[src/rtl/fa_serial_ctrl_if.sv]
// Handshake and result bundle for the bit-serial adder controller.
// The requester drives start and the operands; the adder returns status and result.
interface fa_serial_ctrl_if #(
  parameter int WIDTH = 8
);
  logic             start;
  logic [WIDTH-1:0] x;
  logic [WIDTH-1:0] y;
  logic             ci;
  logic             busy;
  logic             done;
  logic [WIDTH-1:0] s;
  logic             co;

  modport master (output start, x, y, ci, input busy, done, s, co);
  modport slave  (input start, x, y, ci, output busy, done, s, co);
endinterface

[src/rtl/fa_serial_ctrl.sv]
// Bit-serial adder: a single 1-bit full adder is stepped over WIDTH bits, LSB first,
// with the carry held in a flip-flop between bits.
module fa (
  output logic co,
  output logic s,
  input  logic ci,
  input  logic x,
  input  logic y
);
  assign s  = x ^ y ^ ci;
  assign co = (x & y) | (ci & (x ^ y));
endmodule

module fa_serial_ctrl #(
  parameter int WIDTH = 8
) (
  input  logic              clk,
  input  logic              rst_n,
  fa_serial_ctrl_if.slave   bus
);
  localparam int CNT_W = (WIDTH > 1) ? $clog2(WIDTH) : 1;
  localparam logic [CNT_W-1:0] LAST = CNT_W'(WIDTH - 1);

  typedef enum logic [1:0] {IDLE, RUN, DONE} state_t;

  state_t           state, state_nxt;
  logic             load, step, finish;
  logic [WIDTH-1:0] xr, yr, sr, sum_r;
  logic             cf, co_r, done_r;
  logic [CNT_W-1:0] cnt;
  logic             fa_co, fa_s;
  logic [WIDTH:0]   sr_ext;
  logic [WIDTH-1:0] sr_nxt;

  fa u_fa (
    .co (fa_co),
    .s  (fa_s),
    .ci (cf),
    .x  (xr[0]),
    .y  (yr[0])
  );

  // New sum bit enters at the MSB; after WIDTH steps the LSB sits at bit 0.
  assign sr_ext = {fa_s, sr};
  assign sr_nxt = sr_ext[WIDTH:1];

  always_ff @(posedge clk or negedge rst_n) begin
    if (!rst_n) state <= IDLE;
    else        state <= state_nxt;
  end

  always_comb begin
    state_nxt = state;
    load      = 1'b0;
    step      = 1'b0;
    finish    = 1'b0;
    case (state)
      IDLE: begin
        if (bus.start) begin
          load      = 1'b1;
          state_nxt = RUN;
        end
      end
      RUN: begin
        step = 1'b1;
        if (cnt == LAST) begin
          finish    = 1'b1;
          state_nxt = DONE;
        end
      end
      DONE:    state_nxt = IDLE;
      default: state_nxt = IDLE;
    endcase
  end

  always_ff @(posedge clk or negedge rst_n) begin
    if (!rst_n) begin
      xr     <= '0;
      yr     <= '0;
      sr     <= '0;
      cf     <= 1'b0;
      cnt    <= '0;
      sum_r  <= '0;
      co_r   <= 1'b0;
      done_r <= 1'b0;
    end else begin
      done_r <= finish;
      if (load) begin
        xr  <= bus.x;
        yr  <= bus.y;
        cf  <= bus.ci;
        cnt <= '0;
      end else if (step) begin
        xr  <= xr >> 1;
        yr  <= yr >> 1;
        cf  <= fa_co;
        sr  <= sr_nxt;
        cnt <= cnt + 1'b1;
        if (finish) begin
          sum_r <= sr_nxt;
          co_r  <= fa_co;
        end
      end
    end
  end

  assign bus.busy = (state != IDLE);
  assign bus.done = done_r;
  assign bus.s    = sum_r;
  assign bus.co   = co_r;
endmodule

[src/flat_wrapper.sv]
// flat-port wrapper written by rule: the top's interface ports become plain ports
module fa_serial_ctrl_flat 
#(
  parameter int WIDTH = 8
)
  (clk, rst_n, bus_start, bus_x, bus_y, bus_ci, bus_busy, bus_done, bus_s, bus_co);
  fa_serial_ctrl_if #(.WIDTH(WIDTH)) bus_i ();
  input  logic clk;
  input  logic rst_n;
  input wire logic [$bits(bus_i.start)-1:0] bus_start;
  input wire logic [$bits(bus_i.x)-1:0] bus_x;
  input wire logic [$bits(bus_i.y)-1:0] bus_y;
  input wire logic [$bits(bus_i.ci)-1:0] bus_ci;
  output wire logic [$bits(bus_i.busy)-1:0] bus_busy;
  output wire logic [$bits(bus_i.done)-1:0] bus_done;
  output wire logic [$bits(bus_i.s)-1:0] bus_s;
  output wire logic [$bits(bus_i.co)-1:0] bus_co;
  assign bus_i.start = bus_start;
  assign bus_i.x = bus_x;
  assign bus_i.y = bus_y;
  assign bus_i.ci = bus_ci;
  assign bus_busy = bus_i.busy;
  assign bus_done = bus_i.done;
  assign bus_s = bus_i.s;
  assign bus_co = bus_i.co;
  fa_serial_ctrl #(.WIDTH(WIDTH)) u_core (.clk(clk), .rst_n(rst_n), .bus(bus_i));
endmodule
[config.mk]
export PLATFORM = sky130hd
export DESIGN_NAME = fa_serial_ctrl_flat
export DESIGN_NICKNAME = d
export VERILOG_FILES = /design/src/rtl/fa_serial_ctrl_if.sv /design/src/rtl/fa_serial_ctrl.sv /design/src/flat_wrapper.sv
export SDC_FILE = /design/constraint.sdc
export NUM_CORES = 1
export LEC_CHECK = 0
export ABC_AREA = 1
export CAP_MARGIN = 20
export CORE_ASPECT_RATIO = 0.75
export CORE_MARGIN = 4
export CORE_UTILIZATION = 47
export CTS_CLUSTER_DIAMETER = 60
export DETAILED_ROUTE_END_ITERATION = 16
export HOLD_SLACK_MARGIN = 0.03
export PLACE_DENSITY = 0.75
export SYNTH_ARGS = -nofsm -noshare
export SYNTH_HDL_FRONTEND = slang
export SYNTH_SLANG_ARGS = --single-unit
export TNS_END_PERCENT = 10
[constraint.sdc]
create_clock -name clk -period 1.2 [get_ports clk]
set_clock_uncertainty 0.1 [all_clocks]
set_input_delay 0.24 -clock clk [delete_from_list [all_inputs] [get_ports clk]]
set_output_delay 0.24 -clock clk [all_outputs]
set_load 0.02 [all_outputs]
==> flow_summary_export.csv <==
group,metric,value,unit
run_status,outcome,"complete, but fails checks",
run_status,violations,"setup timing",
pwr,p_leak,1.320,nW
synthesis,yosysSeqAreaShare,55.20,%
critical_path,crit_path_end_kind,"output port",
global_route,grt_start_max_net_pins,40,
cts,numCtsBuffers,5,
synthesis,yosysUniqueCellTypes,14,
route,wl_met2,1819,um
pwr,vdd_ir_drop_max,1532,uV
sta,finalCritPeriodShare,111.9,%
route,drt-met1-wl,1914,um
route,viasPerCell,4.805,
critical_path,crit_path_cell_trace,"nor2_4, inv_2, buf_6",
layout,diodes,0,
cts,cts.path.max_buffers,2,
global_route,gr-total-overflow,0,
global_route,antenna_found_initial,0,
synthesis,synthCells,219,
cts,cts_num_sinks,39,
floorplanning,start_util,51.31,%
pwr,p_per_area,2531,mW/mm2
critical_path,reg2reg_depth,3,
synthesis,synth_area_per_cell,8.073,um2
synthesis,ys_warn_count,0,
layout,syn_to_final_growth,38.92,%
placement,portBuffers,30,
layout,final_nets,295,
critical_path,critPathTopFamily,"flip-flops",
route,drc,0,
sta,hold_viol_final,0,
worst_hold_path,hold_path.class,"primary input to asynchronous set/reset pin",
sta,max-slew-margin-rel,86.17,%
critical_path,crit_type,"register to output port",
critical_path,startpoint,"u_core.state[1]$_DFFE_PN0P_",
sta,fin_tns_setup,-1.892,ns
global_route,grt_pass1_vias,1449,
sta,fmax,744.7,MHz
sta,finalCriticalPeriod,1.343,ns
critical_path,required,0.86,ns
synthesis,synth_top_area_share,55.20,%
route,met3_length,250,um
sta,setup_viol,33,
floorplanning,die_h,61.12,um
cts,cts_root_buf,"clkbuf_8",
critical_path,critical_path.max_fanout,2,
critical_path,worst_path_max_delay_cell,"dfrtp_1",
cts,htreeDepth,2,
placement,place.gp.congestion,0.7968,
critical_path,critPathLaunchType,"register",
floorplanning,io_pins,31,
cts,insertion_delay,0.30,ns
route,ant_nets,0,
placement,dpl.hpwl,2509,um
route,top_layer_used,"met4",
sta,tightest_slew,0.2075,ns
synthesis,synth_nets,242,
synthesis,yosysTopAreaCell,"dfrtp_1",
route,vias,1552,
sta,drv_slew,0,
critical_path,timing.rr.end,"u_core.bus.s[7]$_DFFE_PN0P_",
synthesis,synth_area_leaders,"dfrtp_1 55%, nand2_1 22%, nand3_1 9.1%",
floorplanning,num_rows,18,
layout,drive_gt1_share,23.08,%
cts,path_clk_slew,0.07,ns
critical_path,cpPeakStageDelay,0.42,ns
floorplanning,dieArea,0.004817,mm2
critical_path,r2r-start,"u_core.cf$_DFFE_PN0P_",
route,dr.pass1.iters,4,
placement,place_ws,-0.3057,ns
synthesis,synth_seq_cells,39,
sta,grt_setup_unrepaired,"true",
layout,layout_commonest_cell,"nand2_1",
layout,final_cell_mix,"98 x nand2_1, 39 x dfrtp_1, 32 x nand3_1",
floorplanning,core_area,0.003446,mm2
cts,cts_tree,"built",
critical_path,arrival,1.00,ns
route,drt_iter0_drc,97,
sta,finalWorstSetupSlack,-0.1428,ns
layout,nFillCells,272,
floorplanning,die_x,78.82,um
synthesis,syn-cell-area,0.001768,mm2
critical_path,cp_num_buf_inv,2,
global_route,gr-usage-all-layers,17.38,%
flow_run,cap_violations,0,
critical_path,rrSetupSlack,-0.10,ns
route,routedWlPerCell,12.48,um
route,wl,4030,um
global_route,grt_pass1_wl,6396,um
-- kinds of logic (layout without fill, tap and decap cells) --
family | Yosys count | in the layout | share of synthesized area, %
AOI/OAI and AO/OA | 9 | 9 | 2.548
adders and majority gates | 3 | 3 | 2.548
buffers and inverters | 29 | 82 | 6.793
DFF | 39 | 39 | 55.20
and+or+nand+nor | 139 | 140 | 32.91
-- worst max path at each step --
stage	cells after the start	to
after floorplan	3	bus_busy
after global placement	6	u_core.yr[2]$_DFFE_PN0P_
after detailed placement	6	u_core.yr[2]$_DFFE_PN0P_
after CTS	3	bus_busy
after global routing	3	bus_busy
final	3	bus_busy
-- cell type report --
cell class                 instances  area, um2  area share [%]
inverter                          19      78.83           3.209
tap                               50      62.56           2.547
multi-input combinational        152      750.7           30.57
timing repair buffer              55      470.5           19.15
clock buffer                       6      82.58           3.362
sequential                        39      975.9           39.74
clock inverter                     2      35.03           1.426
-- stage by stage --
| step | utilization, % | hold slack [ns] | std cells | area, um2 | power [mW] |
|---|---|---|---|---|---|
| finish | 71.28 | 0.3354 | 323 | 2456 | 6.217 |
| global route | 71.28 | 0.3698 | 323 | 2456 | 6.696 |
| CTS | 68.55 | 0.3375 | 318 | 2362 | 5.900 |
| detailed placement | 65.50 | 0.1212 | 309 | 2257 | 4.786 |
| global placement | 65.50 | 0.1201 | 309 | 2257 | 4.710 |
| floorplan | - | -0.1556 | 219 | 1779 | 3.713 |
-- metal layers --
| metal | vias up | track usage, % |
|---|---|---|
| met1 | 714 | 23.23 |
| met4 | 0 | 7.843 |
| met5 | - | 0 |
| li1 | 788 | - |
| met3 | 5 | 3.509 |
| met2 | 45 | 28.17 |
-- worst register-to-register path, cell delays in order, from the launching register on --
cell and delay, ns:
dfrtp_1 0.41, fa_2 0.61, nand2_1 0.06, nand2_1 0.06
-- where the power goes --
part,switching (mW),internal [mW]
sequential,0.380,1.90
clock,0.453,0.672
combinational,1.57,1.24
-- Yosys cell counts --
| library cell | number |
|---|---|
| clkbuf_1 | 1 |
| o21ai_1 | 1 |
| dfrtp_1 | 39 |
| buf_2 | 9 |
| fa_1 | 1 |
| nor2_1 | 1 |
| inv_2 | 1 |
| nor2_4 | 2 |
| inv_1 | 18 |
| ha_1 | 2 |
| nand2_2 | 2 |
| nand2_1 | 102 |
| nand3_1 | 32 |
| o21ai_0 | 8 |
-- state kept, by name, indices dropped and copies added, names as in the netlist --
| register | cells |
|---|---|
| u_core.yr | 8 |
| u_core.xr | 8 |
| u_core.cf | 1 |
| u_core.bus.co | 1 |
| u_core.bus.s | 8 |
| u_core.cnt | 3 |
| u_core.bus.done | 1 |
| u_core.state | 2 |
| u_core.sr | 7 |
-- repair_timing --
item | 4_1_cts | 5_1_grt
pin swaps | 4 | 2
buffers inserted | 0 | 4
gates cloned | 0 | 1
setup endpoints to repair | 50 | 43
resized for setup | 53 | 19
hold buffers | 1 | 0
endpoints found under the hold margin | 39 | 0
(Power assumes the default switching activity.)
